`src/rtl/bp_me_pkg.sv`:
```
// Shared types for the memory-response stream-to-block assembler.
package bp_me_pkg;

    typedef enum logic [0:0] {
        e_recv = 1'b0,
        e_full = 1'b1
    } bp_me_stream_asm_state_e;

    // clog2 that never returns 0, so a single-beat block still gets a 1-bit counter.
    function automatic int bp_safe_clog2(input int x);
        return (x <= 1) ? 1 : $clog2(x);
    endfunction

endpackage

```
`src/rtl/bp_me_mem_resp_stream_to_block_if.sv`:
```
// Stream-in / block-out bundle for bp_me_mem_resp_stream_to_block.
// Handshake: a beat transfers on a clock edge where mem_resp_v_i & mem_resp_ready_and_o;
// the assembled block is taken on an edge where v_o & yumi_i.
interface bp_me_mem_resp_stream_to_block_if
    import bp_me_pkg::*;
#(
    parameter int header_width_p = 0,
    parameter int block_width_p  = 512,
    parameter int data_width_p   = 64
);
    localparam int hdr_w_lp = (header_width_p > 0) ? header_width_p : 1;

    logic [hdr_w_lp-1:0]      mem_resp_header_i;
    logic [data_width_p-1:0]  mem_resp_data_i;
    logic                     mem_resp_v_i;
    logic                     mem_resp_ready_and_o;
    logic                     mem_resp_last_i;
    logic [hdr_w_lp-1:0]      header_o;
    logic [block_width_p-1:0] data_o;
    logic                     v_o;
    logic                     yumi_i;
    logic                     overrun_o;
    bp_me_stream_asm_state_e  state_dbg_o;

    modport slave (
        input  mem_resp_header_i, mem_resp_data_i, mem_resp_v_i, mem_resp_last_i, yumi_i,
        output mem_resp_ready_and_o, header_o, data_o, v_o, overrun_o, state_dbg_o
    );

    modport master (
        output mem_resp_header_i, mem_resp_data_i, mem_resp_v_i, mem_resp_last_i, yumi_i,
        input  mem_resp_ready_and_o, header_o, data_o, v_o, overrun_o, state_dbg_o
    );

endinterface

```
`src/rtl/bp_me_stream_beat_counter.sv`:
```
// Saturating beat-index counter with synchronous clear (clear wins over increment).
module bp_me_stream_beat_counter #(
    parameter int width_p   = 3,
    parameter int max_val_p = 7
) (
    input  logic               clk_i,
    input  logic               reset_n_i,
    input  logic               clear_i,
    input  logic               up_i,
    output logic [width_p-1:0] count_o
);
    localparam logic [width_p-1:0] max_lp = width_p'(max_val_p);

    logic [width_p-1:0] cnt_d, cnt_q;

    always_comb begin
        cnt_d = cnt_q;
        if (clear_i) begin
            cnt_d = '0;
        end else if (up_i && (cnt_q != max_lp)) begin
            cnt_d = cnt_q + 1'b1;
        end
    end

    always_ff @(posedge clk_i or negedge reset_n_i) begin
        if (!reset_n_i) begin
            cnt_q <= '0;
        end else begin
            cnt_q <= cnt_d;
        end
    end

    assign count_o = cnt_q;

endmodule

```
`src/rtl/bp_me_mem_resp_stream_to_block.sv`:
```
// Assembles a 1..N dword BedRock stream response into one header plus a full
// cache block, then offers it downstream with valid/yumi. One message in flight.
module bp_me_mem_resp_stream_to_block
    import bp_me_pkg::*;
#(
    parameter int header_width_p = 0,
    parameter int block_width_p  = 512,
    parameter int data_width_p   = 64
) (
    input  logic clk_i,
    input  logic reset_n_i,
    bp_me_mem_resp_stream_to_block_if.slave bus
);
    localparam int hdr_w_lp    = (header_width_p > 0) ? header_width_p : 1;
    localparam int beats_lp    = block_width_p / data_width_p;
    localparam int lg_beats_lp = bp_safe_clog2(beats_lp);
    localparam logic [lg_beats_lp-1:0] last_slot_lp = lg_beats_lp'(beats_lp - 1);

    bp_me_stream_asm_state_e                  state_d, state_q;
    logic [hdr_w_lp-1:0]                      header_d, header_q;
    logic [beats_lp-1:0][data_width_p-1:0]    data_d, data_q;
    logic                                     overrun_d, overrun_q;

    logic [lg_beats_lp-1:0] cnt;
    logic                   ready;
    logic                   beat_fire;
    logic                   at_last_slot;
    logic                   end_of_msg;
    logic                   overrun_set;

    // Ready drops with reset itself so nothing is accepted while reset is asserted.
    assign ready        = reset_n_i && (state_q == e_recv);
    assign beat_fire    = bus.mem_resp_v_i && ready;
    assign at_last_slot = (cnt == last_slot_lp);
    assign end_of_msg   = beat_fire && (bus.mem_resp_last_i || at_last_slot);
    assign overrun_set  = beat_fire && !bus.mem_resp_last_i && at_last_slot;

    bp_me_stream_beat_counter #(
        .width_p   (lg_beats_lp),
        .max_val_p (beats_lp - 1)
    ) beat_counter (
        .clk_i     (clk_i),
        .reset_n_i (reset_n_i),
        .clear_i   (end_of_msg),
        .up_i      (beat_fire),
        .count_o   (cnt)
    );

    always_comb begin
        state_d   = state_q;
        header_d  = header_q;
        data_d    = data_q;
        overrun_d = overrun_q || overrun_set;

        unique case (state_q)
            e_recv: begin
                if (beat_fire) begin
                    // First beat starts a fresh block so short messages leave upper slots zero.
                    if (cnt == '0) begin
                        header_d = bus.mem_resp_header_i;
                        data_d   = '0;
                    end
                    for (int k = 0; k < beats_lp; k++) begin
                        if (cnt == lg_beats_lp'(k)) begin
                            data_d[k] = bus.mem_resp_data_i;
                        end
                    end
                    if (end_of_msg) begin
                        state_d = e_full;
                    end
                end
            end
            e_full: begin
                if (bus.yumi_i) begin
                    state_d = e_recv;
                end
            end
            default: state_d = e_recv;
        endcase
    end

    always_ff @(posedge clk_i or negedge reset_n_i) begin
        if (!reset_n_i) begin
            state_q   <= e_recv;
            header_q  <= '0;
            data_q    <= '0;
            overrun_q <= 1'b0;
        end else begin
            state_q   <= state_d;
            header_q  <= header_d;
            data_q    <= data_d;
            overrun_q <= overrun_d;
        end
    end

    assign bus.mem_resp_ready_and_o = ready;
    assign bus.header_o             = header_q;
    assign bus.data_o               = data_q;
    assign bus.v_o                  = (state_q == e_full);
    assign bus.overrun_o            = overrun_q;
    assign bus.state_dbg_o          = state_q;

`ifndef SYNTHESIS
    yumi_only_when_valid: assert property (
        @(posedge clk_i) disable iff (!reset_n_i) bus.yumi_i |-> (state_q == e_full)
    );
`endif

endmodule

```
`src/flat_wrapper.sv`:
```
// flat-port wrapper written by rule: the top's interface ports become plain ports
module bp_me_mem_resp_stream_to_block_flat import bp_me_pkg::*;
#(
    parameter int header_width_p = 0,
    parameter int block_width_p  = 512,
    parameter int data_width_p   = 64
)
  (clk_i, reset_n_i, bus_mem_resp_header_i, bus_mem_resp_data_i, bus_mem_resp_v_i, bus_mem_resp_last_i, bus_yumi_i, bus_mem_resp_ready_and_o, bus_header_o, bus_data_o, bus_v_o, bus_overrun_o, bus_state_dbg_o);
  bp_me_mem_resp_stream_to_block_if #(.header_width_p(header_width_p), .block_width_p(block_width_p), .data_width_p(data_width_p)) bus_i ();
  input  logic clk_i;
  input  logic reset_n_i;
  input wire logic [$bits(bus_i.mem_resp_header_i)-1:0] bus_mem_resp_header_i;
  input wire logic [$bits(bus_i.mem_resp_data_i)-1:0] bus_mem_resp_data_i;
  input wire logic [$bits(bus_i.mem_resp_v_i)-1:0] bus_mem_resp_v_i;
  input wire logic [$bits(bus_i.mem_resp_last_i)-1:0] bus_mem_resp_last_i;
  input wire logic [$bits(bus_i.yumi_i)-1:0] bus_yumi_i;
  output wire logic [$bits(bus_i.mem_resp_ready_and_o)-1:0] bus_mem_resp_ready_and_o;
  output wire logic [$bits(bus_i.header_o)-1:0] bus_header_o;
  output wire logic [$bits(bus_i.data_o)-1:0] bus_data_o;
  output wire logic [$bits(bus_i.v_o)-1:0] bus_v_o;
  output wire logic [$bits(bus_i.overrun_o)-1:0] bus_overrun_o;
  output wire logic [$bits(bus_i.state_dbg_o)-1:0] bus_state_dbg_o;
  assign bus_i.mem_resp_header_i = bus_mem_resp_header_i;
  assign bus_i.mem_resp_data_i = bus_mem_resp_data_i;
  assign bus_i.mem_resp_v_i = bus_mem_resp_v_i;
  assign bus_i.mem_resp_last_i = bus_mem_resp_last_i;
  assign bus_i.yumi_i = bus_yumi_i;
  assign bus_mem_resp_ready_and_o = bus_i.mem_resp_ready_and_o;
  assign bus_header_o = bus_i.header_o;
  assign bus_data_o = bus_i.data_o;
  assign bus_v_o = bus_i.v_o;
  assign bus_overrun_o = bus_i.overrun_o;
  assign bus_state_dbg_o = bus_i.state_dbg_o;
  bp_me_mem_resp_stream_to_block #(.header_width_p(header_width_p), .block_width_p(block_width_p), .data_width_p(data_width_p)) u_core (.clk_i(clk_i), .reset_n_i(reset_n_i), .bus(bus_i));
endmodule
```
`config.mk`:
```
export PLATFORM = sky130hd
export DESIGN_NAME = bp_me_mem_resp_stream_to_block_flat
export DESIGN_NICKNAME = d
export VERILOG_FILES = /design/src/rtl/bp_me_pkg.sv /design/src/rtl/bp_me_mem_resp_stream_to_block_if.sv /design/src/rtl/bp_me_stream_beat_counter.sv /design/src/rtl/bp_me_mem_resp_stream_to_block.sv /design/src/flat_wrapper.sv
export SDC_FILE = /design/constraint.sdc
export NUM_CORES = 1
export LEC_CHECK = 0
export CAP_MARGIN = 20
export CELL_PAD_IN_SITES_DETAIL_PLACEMENT = 1
export CELL_PAD_IN_SITES_GLOBAL_PLACEMENT = 2
export CORE_ASPECT_RATIO = 0.5
export CORE_UTILIZATION = 37
export DETAILED_ROUTE_END_ITERATION = 7
export DONT_BUFFER_PORTS = 1
export PLACE_DENSITY_LB_ADDON = 0.08
export SYNTH_ARGS = -nofsm -noshare
export SYNTH_HDL_FRONTEND = slang
export SYNTH_SLANG_ARGS = --single-unit
export TNS_END_PERCENT = 100
```
`constraint.sdc`:
```
create_clock -name clk_i -period 1.8 [get_ports clk_i]
set_input_delay 0.09 -clock clk_i [delete_from_list [all_inputs] [get_ports clk_i]]
set_output_delay 0.09 -clock clk_i [all_outputs]
set_load 0.05 [all_outputs]
```
==> impl_metrics.json, run 1 <==
{
  "outcome": "finished, violations left",
  "violations": "negative hold slack, max-slew violations, negative setup slack",
  "syn_inst": 1497,
  "numCtsBuffers": 49,
  "power_density_nw_per_um2": 1720,
  "grt.total_usage": 0.248,
  "netlist_area_sq_um": 20100,
  "crit_start": "reset_n_i",
  "syn_nets": 1573,
  "vdd_drop_max_uv": 746,
  "clock_latency_ns": 0.59,
  "areaGrowthSynthToFinish_pct": 18.5,
  "synthTopCellsByArea": "dfrtp_1 64%, a22o_1 14%, mux2i_1 6.4%, mux2_1 3.6%, buf_6 2.6%",
  "synth_area_leader_cell": "dfrtp_1",
  "drcViolationCount": 0,
  "hold_buffers": 68,
  "ys_seq_area_frac": 0.644,
  "worst_pin_slew_ns": 2.00,
  "antenna_found_initial": 6,
  "hold_viol_final": 518,
  "power_leakage_nw": 11.4,
  "crit_path_end_kind": "flop",
  "wl_per_cell_um": 30.3,
  "num_rows": 60,
  "dr.pass1.iters": 7,
  "clock_sinks": 518,
  "port_buffers": 0,
  "clock_skew_ns": 0.0275,
  "die_area_sq_um": 55400,
  "crit_type": "in -> reg",
  "fin_crit_sh": 1.20,
  "cts_tree": "done",
  "grt_pass1_wl_um": 102000,
  "cts_buffer_depth": 3,
  "via_per_inst": 5.52,
  "yosys_warnings": 0,
  "synth.distinct_cells": 29,
  "coreArea_sq_um": 53800,
  "cts_root_buffer": "clkbuf_16",
  "hp-class": "in -> async",
  "h-tree-depth": 2,
  "crit_arrival_ns": 2.61,
  "grt_overflow": 0,
  "required_ns": 2.26,
  "start_util": 0.375,
  "finalInstanceArea_sq_um": 23800,
  "crit_buf_inv": 2,
  "dieHeight_um": 167,
  "die_x_um": 332,
  "fmax_ghz": 0.463,
  "ant_nets": 0,
  "grt_start_max_net_pins": 522,
  "gp_congestion": 0.802,
  "hold_slack_ns": -0.790,
  "fin_nets": 1652,
  "fin_crit_ns": 2.16,
  "ys_ff_latch": 518,
  "total_power_mw": 41.0,
  "critPathTopFamily": "simple AND/OR/NAND/NOR gates",
  "start_kind": "primary input",
  "nFillCells": 5365,
  "crit_path_max_incr_delay_ns": 0.87,
  "layout-drive-gt1-share": 0.145,
  "boundaryPins": 587,
  "slew_violations": 303,
  "r2r-start": "u_core.bus.state_dbg_o",
  "cap_viol_max_count": 0,
  "synth_top_area_frac": 0.644,
  "relSlewSlack": -0.334,
  "cts.reportedPaths.clkPinSlew_ns": 0.06,
  "drt_iter0_drc": 870,
  "setup_viol": 503,
  "hpwl_um": 44100,
  "finalWorstSetupSlack_ns": -0.358,
  "finalNonFillerCells": 2334,
  "wl_um": 70700,
  "place_inst": 2160,
  "cp_slowest_cell": "nand3b_1",
  "grt_pass1_vias": 13700,
  "crit_chain": "nand3b_1, nor2_4, buf_8, buf_16, mux2_1",
  "routed-via-count": 12900,
  "synth.avg_cell_area_sq_um": 13.4,
  "cp_max_fo": 521,
  "placed_area_sq_um": 21300
}
cells in the final DEF (no fill, tap or decap), drive strengths merged, types with 2 or more instances in the layout:
master / n
buf: 124
and2: 5
clkinv: 19
nand3: 2
ha: 6
dfrtp: 518
nand3b: 2
bufinv: 4
o21ai: 6
and3: 2
dlygate4sd3: 68
a22o: 320
nor2b: 2
nor2: 2
mux2: 65
clkbuf: 70
mux2i: 128
nand2: 132
diode: 5
inv: 133
path summary, 6_finish.rpt:
check / cells past startpoint / slack, ns / to
min in group clk_i: 2 / 0.20 / u_core.bus.state_dbg_o
setup reg to reg: 5 / 0 / u_core.bus.data_o[40]
max in group asynchronous: 0 / 1.00 / u_core.bus.data_o[72]
setup / recovery: 5 / -0.36 / u_core.bus.data_o[40]
hold / removal: 0 / -0.79 / u_core.bus.data_o[477]
hold reg to reg: 3 / 0.71 / u_core.bus.data_o[118]
where the power goes:
group          switching (mW)  leakage, nW  internal (mW)
Clock                    4.73        0.837           6.14
Combinational            3.75         3.55           2.70
Sequential               9.80         7.02           13.9
Total                    18.3         11.4           22.7
worst reg2reg max path, stage by stage (launching register included):
cell and delay [ns]:
dfrtp_1 0.39, nand3b_1 0.29, nor2_4 0.28, buf_8 0.17, buf_16 0.19, mux2_1 0.38
layer usage:
layer	vias up	track usage	part of all wire
met5	-	0	0.00011
met4	2	0.0888	0.036
met3	134	0.0554	0.052
met2	394	0.427	0.50
met1	7012	0.308	0.41
li1	5332	-	-
layout make-up:
cell class / count / area (sq um) / share of cell area
Clock buffer: 67 / 1430 / 0.0598
Multi-Input combinational cell: 679 / 5700 / 0.239
Clock inverter: 24 / 241 / 0.0101
Timing Repair Buffer: 195 / 2120 / 0.0889
Inverter: 133 / 499 / 0.0209
Tap cell: 713 / 892 / 0.0374
Sequential cell: 518 / 13000 / 0.544
Antenna cell: 5 / 12.5 / 0.000525
synth_stat cells:
library cell  count
nor2b_1           2
buf_2            28
a21oi_1           1
and2b_4           1
and3_1            2
buf_4            16
nor2_1            2
o22ai_1           1
mux2i_1         128
nand3b_1          2
and2_1            5
nand2b_1          1
o211ai_2          1
inv_1           133
clkbuf_1         13
o21ai_0           3
o21ai_4           3
a31o_2            1
buf_1            64
mux2_1           64
ha_1              6
and3b_1           1
nand2_1         131
mux2_2            1
nand3_1           2
a22o_1          320
buf_6            46
nand2_4           1
dfrtp_1         518
flip-flops by register name, indices dropped and copies added (netlist names):
name / count
u_core.bus.state_dbg_o: 1
u_core.bus.header_o: 1
u_core.bus.overrun_o: 1
u_core.bus.data_o: 512
u_core.beat_counter.count_o: 3
cell families after synthesis:
logic type / after synthesis / synth area share
simple gates: 150 / 0.0306
buf+inv: 300 / 0.0778
fa+ha+maj: 6 / 0.00373
mux: 193 / 0.100
compound gates: 330 / 0.144
flops: 518 / 0.644
through the flow:
stage	setup TNS, ns	setup WS (ns)	util
2_1_floorplan	0	0.00826	-
3_3_place_gp	0	0.00853	0.396
3_5_place_dp	-2.82	-0.0725	0.396
4_1_cts	0	0.00597	0.442
5_1_grt	-0.00794	-0.00333	0.444
6_report	-124.55	-0.358	0.444
repair_timing:
action / in CTS / in global routing
setup endpoints to repair: 67 / 76
endpoints found under the hold margin: 1036 / 518
buffers inserted: 3 / 3
resized for setup: 8 / 6
pin swaps: 1 / 2
gates cloned: 2 / 3
Note: power is estimated with default switching activity, not from simulation.
==> run 2, diff against run 1 <==
--- a/config.mk
+++ b/config.mk
@@ -5,13 +5,13 @@
 export SDC_FILE = /design/constraint.sdc
 export NUM_CORES = 1
 export LEC_CHECK = 0
+export BUFFER_PORTS_ARGS = -buffer_cell sky130_fd_sc_hd__buf_2
 export CAP_MARGIN = 20
 export CELL_PAD_IN_SITES_DETAIL_PLACEMENT = 1
 export CELL_PAD_IN_SITES_GLOBAL_PLACEMENT = 2
 export CORE_ASPECT_RATIO = 0.5
-export CORE_UTILIZATION = 37
+export CORE_UTILIZATION = 31
 export DETAILED_ROUTE_END_ITERATION = 7
-export DONT_BUFFER_PORTS = 1
 export PLACE_DENSITY_LB_ADDON = 0.08
 export SYNTH_ARGS = -nofsm -noshare
 export SYNTH_HDL_FRONTEND = slang
==> impl_metrics.json, run 2 (synthesis gave the netlist of run 1 again) <==
{
  "outcome": "completed",
  "fmax_ghz": 0.567,
  "grt_overflow": 0,
  "grt_pass1_wl_um": 109000,
  "nFillCells": 6862,
  "critPathTopFamily": "adder cells",
  "areaGrowthSynthToFinish_pct": 33.6,
  "drcViolationCount": 0,
  "netSwitchingPower_mw": 19.2,
  "dr.pass1.iters": 4,
  "wl_um": 76500,
  "cts_tree": "done",
  "ant_nets": 0,
  "crit_path_max_incr_delay_ns": 0.39,
  "worst_pin_slew_ns": 0.867,
  "dieHeight_um": 182,
  "total_power_mw": 44.3,
  "grt.total_usage": 0.222,
  "start_kind": "flop",
  "rsz0062_at_grt": "true",
  "combPwrFrac": 0.391,
  "crit_arrival_ns": 2.23,
  "grt_start_max_net_pins": 135,
  "p_int_mw": 25.1,
  "cts_buffer_depth": 3,
  "gp_congestion": 0.792,
  "power_leakage_nw": 14.2,
  "relSlewSlack": 0.422,
  "setup_tns_ns": 0,
  "hpwl_um": 49600,
  "crit_buf_inv": 2,
  "port_buffers": 586,
  "finalWorstSetupSlack_ns": 0.0369,
  "hp-class": "in -> reg",
  "fin_crit_ns": 1.76,
  "num_rows": 65,
  "cap_viol_max_count": 0,
  "multi_input_area_sq_um": 5720,
  "largest_reg_flops": 512,
  "crit_type": "reg -> reg",
  "layout-drive-gt1-share": 0.359,
  "regArea_sq_um": 13000,
  "h-tree-depth": 2,
  "die_x_um": 362,
  "numCtsBuffers": 52,
  "wl_per_cell_um": 25.2,
  "final_common_cell": "buf_2",
  "mostFrequentLayoutCells": "585 x buf_2, 517 x dfrtp_1, 320 x a22o_1",
  "clock_skew_ns": 0.0159,
  "via_per_inst": 4.83,
  "routed-via-count": 14600,
  "die_area_sq_um": 66000,
  "power_density_nw_per_um2": 1650,
  "fin_crit_sh": 0.980,
  "boundaryPins": 587,
  "fin_nets": 2195,
  "sw_frac_of_total": 0.433,
  "post-place-ws_ns": -0.0156,
  "crit_path_end_kind": "flop",
  "grt_pass1_vias": 15000,
  "setup_viol": 0,
  "seqPwrFrac": 0.346,
  "slew_violations": 0,
  "final_core_util": 0.423,
  "hold_viol_final": 0,
  "vdd_drop_max_uv": 1020,
  "required_ns": 2.27,
  "cp_slowest_cell": "dfrtp_1",
  "cp_max_fo": 43,
  "start_util": 0.317,
  "cts.reportedPaths.clkPinSlew_ns": 0.07,
  "antenna_found_initial": 2,
  "coreArea_sq_um": 63600,
  "cts_root_buffer": "clkbuf_16",
  "crit_chain": "buf_4, ha_2, ha_1, and2_2, buf_12, a22o_1",
  "clkPwrFrac": 0.263,
  "drt_iter0_drc": 782,
  "clock_latency_ns": 0.59,
  "clock_sinks": 518
}
[run 2: cell count changes in the layout (fill, tap and decap cells not counted), sizes merged, moves of 3 or more]
cell    change
buf       +538
clkbuf     +11
clkinv     -11
diode       -4
bufinv      +3
[run 2: layout make-up]
class	instances	share of cell area
repair buffers	735	0.180
well taps	871	0.0405
diodes	1	0.0000930
inverters	133	0.0186
flip-flops and latches	518	0.482
multi-input cells	679	0.213
clock buffers	77	0.0564
clock inverters	16	0.00963
[run 2: final timing paths]
check,startpoint,endpoint,slack [ns],cells past startpoint
setup / recovery,u_core.beat_counter.count_o[0],u_core.bus.data_o[197],0.04,6
hold / removal,bus_mem_resp_v_i,u_core.beat_counter.count_o[1],0.09,4
setup reg to reg,u_core.beat_counter.count_o[0],u_core.bus.data_o[197],0.04,6
hold reg to reg,u_core.bus.overrun_o,u_core.bus.overrun_o,0.47,1
max in group asynchronous,reset_n_i,u_core.bus.data_o[34],0.67,4
min in group asynchronous,reset_n_i,u_core.bus.data_o[196],0.11,3
[run 2: layer usage]
metal,global-route usage,up-vias,wire length [um]
met3,0.0317,139,2950
met1,0.280,7749,31600
met2,0.389,332,39100
li1,-,6415,-
met4,0.0765,0,2800
met5,0,-,0
[run 2: power groups by stage]
stage | registers, mW | clock network, mW | logic [mW]
finish | 15.3 | 11.6 | 17.3
global route | 15.7 | 12.5 | 18.0
CTS | 15.3 | 12.0 | 17.3
detailed placement | 15.5 | 0 | 17.0
global placement | 15.5 | 0 | 16.9
floorplan | 24.1 | 0 | 3.37
[run 2: worst reg2reg max path: cells and delay by family, from the launching register on]
family / cells / cell delay (ns)
flip-flops: 1 / 0.39
buffers and inverters: 2 / 0.33
AND/OR/NAND/NOR: 1 / 0.21
adder cells (fa/ha/maj): 2 / 0.44
AO/OA/AOI/OAI: 1 / 0.26
[run 2: timing repair]
item	4_1_cts	5_1_grt
hold buffers	68	0
resized for setup	7	12
pin swaps	1	3
endpoints found under the hold margin	869	0
buffers inserted	5	10
gates cloned	2	5
setup endpoints to repair	60	184
[run 2: through the flow]
step	cells	hold slack, ns	area [sq um]
3_3_place_gp	2846	0.145	24100
2_1_floorplan	1497	-0.206	20100
6_report	3030	0.0942	26900
4_1_cts	3014	0.0560	26600
5_1_grt	3029	0.137	26900
3_5_place_dp	2846	0.129	24100
